## src/rtl/except_handler_pkg.sv

```systemverilog
// +-----------------------------------------------------------------------------+
// | Module   : except_pkg                                                       |
// | Purpose  : Exception bit indices, RISC-V cause codes and trap FSM states.   |
// | Revision : 1.0 - initial release                                            |
// +-----------------------------------------------------------------------------+
`default_nettype none

package except_pkg;

    localparam int c_bit_ld_misalign = 0;
    localparam int c_bit_ld_fault    = 1;
    localparam int c_bit_st_misalign = 2;
    localparam int c_bit_st_fault    = 3;
    localparam int c_bit_ld_page     = 4;
    localparam int c_bit_st_page     = 5;
    localparam int c_bit_bkpt        = 6;

    localparam logic [3:0] c_cause_bkpt        = 4'd3;
    localparam logic [3:0] c_cause_ld_misalign = 4'd4;
    localparam logic [3:0] c_cause_ld_fault    = 4'd5;
    localparam logic [3:0] c_cause_st_misalign = 4'd6;
    localparam logic [3:0] c_cause_st_fault    = 4'd7;
    localparam logic [3:0] c_cause_ld_page     = 4'd13;
    localparam logic [3:0] c_cause_st_page     = 4'd15;

    typedef enum logic [2:0] {
        IDLE     = 3'd0,
        FLUSH    = 3'd1,
        REDIRECT = 3'd2,
        TRAP     = 3'd3,
        RET      = 3'd4
    } except_state_t;

endpackage

`default_nettype wire

```

## src/rtl/except_handler_if.sv

```systemverilog
// +-----------------------------------------------------------------------------+
// | Module   : except_handler_if                                                |
// | Purpose  : Execute-stage exception inputs and fetch/pipeline control lines. |
// | Revision : 1.0 - initial release                                            |
// +-----------------------------------------------------------------------------+
`default_nettype none

interface except_handler_if #(
    parameter int N = 64
);
    logic         E_valid;
    logic [6:0]   exceptSignal;
    logic [N-1:0] E_pc;
    logic [N-1:0] DM_addr;
    logic         mret;
    logic         flush;
    logic         stall;
    logic         pc_redirect;
    logic [N-1:0] redirect_pc;
    logic         in_trap;
    logic [N-1:0] mepc;
    logic [N-1:0] mcause;
    logic [N-1:0] mtval;

    // pipeline side
    modport master (
        output E_valid, exceptSignal, E_pc, DM_addr, mret,
        input  flush, stall, pc_redirect, redirect_pc, in_trap, mepc, mcause, mtval
    );

    // trap controller side
    modport slave (
        input  E_valid, exceptSignal, E_pc, DM_addr, mret,
        output flush, stall, pc_redirect, redirect_pc, in_trap, mepc, mcause, mtval
    );
endinterface

`default_nettype wire

```

## src/rtl/except_handler_prio.sv

```systemverilog
// +-----------------------------------------------------------------------------+
// | Module   : except_prio                                                      |
// | Purpose  : Priority encoder from the 7-bit exception vector to cause code.  |
// | Revision : 1.0 - initial release                                            |
// +-----------------------------------------------------------------------------+
`default_nettype none

module except_prio
    import except_pkg::*;
(
    input  wire logic [6:0] i_except,
    output logic            o_valid,
    output logic [3:0]      o_cause,
    output logic            o_is_bkpt
);

    always_comb begin
        o_valid   = |i_except;
        o_is_bkpt = 1'b0;
        o_cause   = 4'd0;
        // Breakpoint, then misaligned, then page faults, then access faults
        if (i_except[c_bit_bkpt]) begin
            o_cause   = c_cause_bkpt;
            o_is_bkpt = 1'b1;
        end else if (i_except[c_bit_st_misalign]) begin
            o_cause = c_cause_st_misalign;
        end else if (i_except[c_bit_ld_misalign]) begin
            o_cause = c_cause_ld_misalign;
        end else if (i_except[c_bit_st_page]) begin
            o_cause = c_cause_st_page;
        end else if (i_except[c_bit_ld_page]) begin
            o_cause = c_cause_ld_page;
        end else if (i_except[c_bit_st_fault]) begin
            o_cause = c_cause_st_fault;
        end else if (i_except[c_bit_ld_fault]) begin
            o_cause = c_cause_ld_fault;
        end
    end

endmodule

`default_nettype wire

```

## src/rtl/except_handler.sv

```systemverilog
// +-----------------------------------------------------------------------------+
// | Module   : except_handler                                                   |
// | Purpose  : Trap controller: latches cause/PC/value, flushes, redirects.     |
// |            Optional macro EXCEPT_HANDLER_MTVAL_EN enables the mtval reg.    |
// | Revision : 1.0 - initial release                                            |
// +-----------------------------------------------------------------------------+
`default_nettype none

module except_handler
    import except_pkg::*;
#(
    parameter int          N            = 64,
    parameter int          FLUSH_CYCLES = 2,
    parameter logic [63:0] MTVEC        = 64'h0000_0000_0000_0100
) (
    input  wire logic          clk,
    input  wire logic          reset,
    except_handler_if.slave    bus
);

    localparam int CW = (FLUSH_CYCLES > 1) ? $clog2(FLUSH_CYCLES) : 1;

    except_state_t  r_state;
    logic [CW-1:0]  r_count;
    logic           r_flush;
    logic           r_stall;
    logic           r_pc_redirect;
    logic [N-1:0]   r_redirect_pc;
    logic           r_in_trap;
    logic [N-1:0]   r_mepc;
    logic [3:0]     r_mcause;

    logic           w_valid;
    logic [3:0]     w_cause;
    logic           w_is_bkpt;
    logic           w_take;

    except_prio u_prio (
        .i_except  (bus.exceptSignal),
        .o_valid   (w_valid),
        .o_cause   (w_cause),
        .o_is_bkpt (w_is_bkpt)
    );

    assign w_take = bus.E_valid & w_valid & ((r_state == IDLE) | (r_state == TRAP));

    // Outputs are assigned for the state being entered, so they are flop-driven
    always_ff @(posedge clk) begin
        if (reset) begin
            r_state       <= IDLE;
            r_count       <= '0;
            r_flush       <= 1'b0;
            r_stall       <= 1'b0;
            r_pc_redirect <= 1'b0;
            r_redirect_pc <= '0;
            r_in_trap     <= 1'b0;
            r_mepc        <= '0;
            r_mcause      <= '0;
        end else begin
            case (r_state)
                IDLE, TRAP: begin
                    if (w_take) begin
                        r_state       <= FLUSH;
                        r_count       <= CW'(FLUSH_CYCLES - 1);
                        r_mepc        <= bus.E_pc;
                        r_mcause      <= w_cause;
                        r_flush       <= 1'b1;
                        r_stall       <= 1'b1;
                        r_pc_redirect <= 1'b0;
                        r_in_trap     <= 1'b0;
                    end else if ((r_state == TRAP) && bus.E_valid && bus.mret) begin
                        r_state       <= RET;
                        r_pc_redirect <= 1'b1;
                        r_redirect_pc <= r_mepc;
                        r_flush       <= 1'b1;
                        r_stall       <= 1'b0;
                        r_in_trap     <= 1'b1;
                    end else begin
                        r_flush       <= 1'b0;
                        r_stall       <= 1'b0;
                        r_pc_redirect <= 1'b0;
                        r_in_trap     <= (r_state == TRAP);
                    end
                end
                FLUSH: begin
                    if (r_count == '0) begin
                        r_state       <= REDIRECT;
                        r_pc_redirect <= 1'b1;
                        r_redirect_pc <= MTVEC[N-1:0];
                        r_flush       <= 1'b1;
                        r_stall       <= 1'b0;
                    end else begin
                        r_count <= r_count - CW'(1);
                    end
                end
                REDIRECT: begin
                    r_state       <= TRAP;
                    r_pc_redirect <= 1'b0;
                    r_flush       <= 1'b0;
                    r_stall       <= 1'b0;
                    r_in_trap     <= 1'b1;
                end
                RET: begin
                    r_state       <= IDLE;
                    r_pc_redirect <= 1'b0;
                    r_flush       <= 1'b0;
                    r_stall       <= 1'b0;
                    r_in_trap     <= 1'b0;
                end
                default: begin
                    r_state       <= IDLE;
                    r_pc_redirect <= 1'b0;
                    r_flush       <= 1'b0;
                    r_stall       <= 1'b0;
                    r_in_trap     <= 1'b0;
                end
            endcase
        end
    end

`ifdef EXCEPT_HANDLER_MTVAL_EN
    logic [N-1:0] r_mtval;

    // Breakpoints report the faulting PC; memory faults report the data address
    always_ff @(posedge clk) begin
        if (reset) begin
            r_mtval <= '0;
        end else if (w_take) begin
            r_mtval <= w_is_bkpt ? bus.E_pc : bus.DM_addr;
        end
    end

    assign bus.mtval = r_mtval;
`else
    logic w_unused;
    assign w_unused  = ^{bus.DM_addr, w_is_bkpt};
    assign bus.mtval = '0;
`endif

    assign bus.flush       = r_flush;
    assign bus.stall       = r_stall;
    assign bus.pc_redirect = r_pc_redirect;
    assign bus.redirect_pc = r_redirect_pc;
    assign bus.in_trap     = r_in_trap;
    assign bus.mepc        = r_mepc;
    assign bus.mcause      = {{(N-4){1'b0}}, r_mcause};

endmodule

`default_nettype wire
```

## src/flat_wrapper.sv

```systemverilog
// flat-port wrapper written by rule: the top's interface ports become plain ports
module except_handler_flat import except_pkg::*;
#(
    parameter int          N            = 64,
    parameter int          FLUSH_CYCLES = 2,
    parameter logic [63:0] MTVEC        = 64'h0000_0000_0000_0100
)
  (clk, reset, bus_E_valid, bus_exceptSignal, bus_E_pc, bus_DM_addr, bus_mret, bus_flush, bus_stall, bus_pc_redirect, bus_redirect_pc, bus_in_trap, bus_mepc, bus_mcause, bus_mtval);
  except_handler_if #(.N(N)) bus_i ();
  input  wire logic clk;
  input  wire logic reset;
  input wire logic [$bits(bus_i.E_valid)-1:0] bus_E_valid;
  input wire logic [$bits(bus_i.exceptSignal)-1:0] bus_exceptSignal;
  input wire logic [$bits(bus_i.E_pc)-1:0] bus_E_pc;
  input wire logic [$bits(bus_i.DM_addr)-1:0] bus_DM_addr;
  input wire logic [$bits(bus_i.mret)-1:0] bus_mret;
  output wire logic [$bits(bus_i.flush)-1:0] bus_flush;
  output wire logic [$bits(bus_i.stall)-1:0] bus_stall;
  output wire logic [$bits(bus_i.pc_redirect)-1:0] bus_pc_redirect;
  output wire logic [$bits(bus_i.redirect_pc)-1:0] bus_redirect_pc;
  output wire logic [$bits(bus_i.in_trap)-1:0] bus_in_trap;
  output wire logic [$bits(bus_i.mepc)-1:0] bus_mepc;
  output wire logic [$bits(bus_i.mcause)-1:0] bus_mcause;
  output wire logic [$bits(bus_i.mtval)-1:0] bus_mtval;
  assign bus_i.E_valid = bus_E_valid;
  assign bus_i.exceptSignal = bus_exceptSignal;
  assign bus_i.E_pc = bus_E_pc;
  assign bus_i.DM_addr = bus_DM_addr;
  assign bus_i.mret = bus_mret;
  assign bus_flush = bus_i.flush;
  assign bus_stall = bus_i.stall;
  assign bus_pc_redirect = bus_i.pc_redirect;
  assign bus_redirect_pc = bus_i.redirect_pc;
  assign bus_in_trap = bus_i.in_trap;
  assign bus_mepc = bus_i.mepc;
  assign bus_mcause = bus_i.mcause;
  assign bus_mtval = bus_i.mtval;
  except_handler #(.N(N), .FLUSH_CYCLES(FLUSH_CYCLES), .MTVEC(MTVEC)) u_core (.clk(clk), .reset(reset), .bus(bus_i));
endmodule
```

## config.mk

```make
export PLATFORM = sky130hd
export DESIGN_NAME = except_handler_flat
export DESIGN_NICKNAME = d
export VERILOG_FILES = /design/src/rtl/except_handler_pkg.sv /design/src/rtl/except_handler_if.sv /design/src/rtl/except_handler_prio.sv /design/src/rtl/except_handler.sv /design/src/flat_wrapper.sv
export SDC_FILE = /design/constraint.sdc
export NUM_CORES = 1
export LEC_CHECK = 0
export ABC_CLOCK_PERIOD_IN_PS = 4200
export CAP_MARGIN = 20
export CORE_AREA = 2 2 154 156
export CTS_BUF_LIST = sky130_fd_sc_hd__clkbuf_16
export DETAILED_ROUTE_END_ITERATION = 10
export DIE_AREA = 0 0 156 158
export GPL_TIMING_DRIVEN = 0
export PLACE_DENSITY_LB_ADDON = 0.05
export SLEW_MARGIN = 0
export SYNTH_ARGS = -nofsm -noshare
export SYNTH_HDL_FRONTEND = slang
export SYNTH_SLANG_ARGS = --single-unit
```

## constraint.sdc

```tcl
create_clock -name clk -period 4.2 [get_ports clk]
set_clock_uncertainty 0.05 [all_clocks]
set_input_delay 0.63 -clock clk [delete_from_list [all_inputs] [get_ports clk]]
set_output_delay 0.63 -clock clk [all_outputs]
set_load 0.02 [all_outputs]
```

==> parameters.txt <==
Parameter                              Value

Die
  Chip height ... 158 um
  Starting density of the core ... 0.271
  Floorplan Core Area ... 0.0231 sq mm
  Site row count ... 56
  Chip width ... approximately 160 um
  Total Die Area ... ~0.025 sq mm
  Total I/O pin count ... approximately 400

STA
  Final slew viol count ... 0
  Worst Max-Slew Pin Slew ... 987 ps
  Unrepaired setup endpoints after global routing ... no
  Final number of hold-violating endpoints ... 0
  Final critical delay including setup and external delays ... ~2500 ps
  Normalized max-slew margin ... 0.340
  Finish-stage setup viols ... 0
  Worst hold slack ... 407 ps
  Total Negative Setup Slacks ... 0 ps
  Ratio of final minimum period to clock period ... 0.594
  Peak clock frequency supported by timing ... 401 MHz
  Worst setup slack after layout ... between 1500 and 2000 ps

Power
  Internal Dissipation ... between 3 and 4 mW
  Clock share of power ... 0.360
  Proportion of power drawn by combinational gates ... 0.303
  Leakage Power ... 4.34 nW
  Maximum resistive drop on vdd ... around 210 uV
  Net switching power figure ... ~1.5 mW
  Sequential cell fraction of total power ... 0.338
  Power Density ... about 470 mW/mm^2
  Sw frac ... 0.325

Detailed routing
  Via count normalized by instance count ... between 3 and 4
  Post-detailed-route DRC marker count ... 0
  Number of detailed-route iterations in the first pass ... 4
  Total Routed Length ... between 15 and 20 mm
  Total via count in the routed design ... about 5500
  Routed length per instance ... between 10 and 15 um
  DRC marker count from the first detailed-route iteration ... 207
  Post-route antenna net violation count ... 0

Critical path
  Worst path bufs/invs ... 4
  Worst R2R End ... u_core.bus.redirect_pc[61]
  Library cell contributing the largest single delay on the critical path ... or4_1
  Origin of the critical flop-to-flop path ... u_core.r_state[0]
  Depth of the most critical reg-to-reg path ... 5
  Data arrival, critical path ... roughly 2700 ps
  Data required time of the worst path ... 4430 ps
  Setup slack on the worst flop-to-flop path ... 2020 ps
  CP cell instances ... clkdlybuf4s50_1 > or4_1 > buf_2 > o2111a_1 > buf_2 > clkbuf_1 > nand2_1 > a21oi_1
  Worst Path Max Fanout ... 10
  CP Depth ... 8
  Launching element of the worst setup path ... bus_exceptSignal[3]
  Stage delay of the slowest cell on the critical path ... roughly 520 ps
  Critical Path End ... u_core.bus.mepc[8]
  Most frequent cell on the critical path ... buf_2
  Kind of end point of the critical path ... register
  Type of the worst setup path ... in2reg
  Launching element type of the critical path ... input pin
  Delay-heaviest family, CP ... buffers and inverters

Clock tree
  Total CTS buffers ... 17
  Worst-case clock buffer depth ... 2
  Clock-pin transition on the worst setup and hold timing paths ... approximately 60 ps
  Insertion delay to the later sink of the worst-skew pair ... approximately 420 ps
  Gates resized, CTS repair ... 0
  Hold buffers post-CTS ... 0
  Post-CTS Setup Bufs ... 0
  Number of H-tree levels ... 4
  Sinks on Clock Net ... 140
  TritonCTS clock tree ... built
  Cell at the root of the clock tree ... clkbuf_16

Synth
  Mean area per synthesized cell ... roughly 8.2 sq um
  Count of mapped cells out of synthesis ... between 700 and 800
  Distinct cell type count of the synthesized netlist ... 35
  Count of state elements after synthesis ... between 100 and 150
  Number of warning messages in the yosys log ... 0
  Netlist area before placement ... a little over 0.006 sq mm
  Part of the Yosys area used for sequential elements ... 0.449

GRT
  Largest net degree at the start of global routing ... 17
  Wire length of the first global-routing pass ... 28.8 mm
  Initial antenna violation count ... 0
  Vias in the first global route ... just over 5000
  Remaining global-route overflow ... 0
  Tot GR Track Use ... 0.152

Cells and area
  N_diodes ... 0
  Fill cell count ... ~2300
  Combined area of the multi-input logic cells ... 0.00275 sq mm
  Most common library cell in the layout ignoring fill and taps ... nand2_1
  Register Area ... about 0.0028 sq mm
  Final-stage net count ... ~1200
  Signed area change from the synthesized netlist to the final layout ... 57.1%
  Layout cell share with drive strength beyond 1 ... 0.155
  Most frequent cells in the layout ... nand2_1, clkdlybuf4s50_1, dfxtp_1, buf_4, conb_1

Run status
  Run status ... finished, final reports clean

Placed design
  Placement-stage worst setup slack ... 1260 ps
  Final GP Congestion ... between 0.7 and 0.8
  Port buffer count ... ~210
  Post-DP HPWL ... approximately 14 mm

Worst hold path
  Type of the most critical hold path ... reg2reg

Flow run
  Total of max-cap violations ... 0
-- sequential cells by signal, indices dropped and copies added (netlist names) --
register                cells
u_core.bus.in_trap          1
u_core.r_state              3
u_core.bus.flush            1
u_core.r_count              1
u_core.bus.mepc            64
u_core.r_mcause             4
u_core.bus.redirect_pc     64
u_core.bus.stall            1
u_core.bus.pc_redirect      1
-- cells in the mapped netlist --
| cell | count | share of area |
|---|---|---|
| buf_6 | 1 | 0.0018 |
| buf_4 | 125 | 0.15 |
| conb_1 | 1 | 0.00060 |
| nor2b_1 | 2 | 0.0020 |
| xnor2_1 | 1 | 0.0014 |
| o2111a_1 | 1 | 0.0018 |
| inv_2 | 1 | 0.00060 |
| nor3_1 | 5 | 0.0040 |
| o2111ai_4 | 1 | 0.0042 |
| nand2b_1 | 1 | 0.0010 |
| and4_1 | 2 | 0.0028 |
| or3_1 | 1 | 0.0010 |
| a211oi_1 | 2 | 0.0024 |
| nand4_1 | 1 | 0.0010 |
| a21boi_0 | 1 | 0.0012 |
| nand3b_1 | 1 | 0.0012 |
| a21oi_1 | 74 | 0.059 |
| a21o_1 | 3 | 0.0036 |
| nor4_1 | 2 | 0.0020 |
| o211ai_1 | 3 | 0.0036 |
| inv_1 | 3 | 0.0018 |
| nor2_1 | 6 | 0.0036 |
| nand2_1 | 262 | 0.16 |
| o21ai_1 | 1 | 0.00080 |
| o22ai_1 | 1 | 0.0010 |
| or4_1 | 1 | 0.0012 |
| nor3b_1 | 2 | 0.0024 |
| dfxtp_1 | 140 | 0.45 |
| a22oi_1 | 1 | 0.0012 |
| buf_2 | 16 | 0.013 |
| and4b_1 | 1 | 0.0016 |
| clkbuf_1 | 26 | 0.016 |
| o21ai_0 | 3 | 0.0024 |
| mux2i_1 | 63 | 0.10 |
| and3_1 | 1 | 0.0010 |
-- layout make-up --
cell class | instances | share of cell area
timing repair buffer | 209 | 0.214
clock inverter | 14 | 0.0221
buffer | 168 | 0.115
clock buffer | 17 | 0.0434
multi-input combinational | 567 | 0.281
tap | 290 | 0.0370
sequential | 140 | 0.286
inverter | 4 | 0.00153
-- stage by stage --
stage | cell area, sq um | std cells | total power [mW] | util
after detailed placement | 9150 | 1378 | 3.02 | 0.397
final | 9790 | 1409 | 4.63 | 0.425
after global routing | 9790 | 1409 | 4.88 | 0.425
after CTS | 9790 | 1409 | 4.71 | 0.425
after global placement | 9150 | 1378 | 3.02 | 0.397
after floorplan | 6700 | 879 | 2.47 | -
-- cells by family (layout without fill, tap and decap cells) --
logic type,after synthesis,count (layout),share of synthesized area
simple gates,288,288,0.183
buf+inv,172,412,0.183
flops,140,140,0.449
compound gates,91,91,0.0817
mux,63,63,0.101
other cells,1,124,0.000601
xor+xnor,1,1,0.00140
-- worst min-delay path by stage --
| stage | slack, ps | end | from | cells after the start |
|---|---|---|---|---|
| 3_5_place_dp | 400 | u_core.bus.redirect_pc[21] | u_core.bus.redirect_pc[21] | 2 |
| 3_3_place_gp | 400 | u_core.bus.flush | u_core.bus.flush | 2 |
| 6_report | 410 | u_core.bus.redirect_pc[28] | u_core.bus.redirect_pc[28] | 2 |
| 2_1_floorplan | 420 | u_core.bus.in_trap | u_core.r_state[2] | 1 |
| 5_1_grt | 420 | u_core.bus.redirect_pc[53] | u_core.bus.redirect_pc[53] | 2 |
| 4_1_cts | 410 | u_core.bus.flush | u_core.bus.flush | 2 |
-- per-layer routing --
layer	vias to the layer above	share of wire	GRT usage	wire, um
met5	-	0	0	0
met4	0	0.014	0.0516	263
met3	16	0.089	0.0575	1710
met2	202	0.45	0.236	8550
met1	2386	0.45	0.193	8670
li1	2898	-	-	-
-- power by group through the flow --
stage / registers, mW / clock network, mW / logic, mW
after floorplan: 1.74 / 0 / 0.731
after global routing: 1.59 / 1.77 / 1.52
after global placement: 1.59 / 0 / 1.43
after detailed placement: 1.60 / 0 / 1.42
final: 1.57 / 1.67 / 1.40
after CTS: 1.57 / 1.71 / 1.43
-- worst register-to-register path, delay by kind of cell (launching register included) --
kind	cells	cell delay [ps]
DFF	1	360
buffers and inverters	1	500
and+or+nand+nor	3	1060
muxes	1	140
Power figures use the tool's default switching activity.
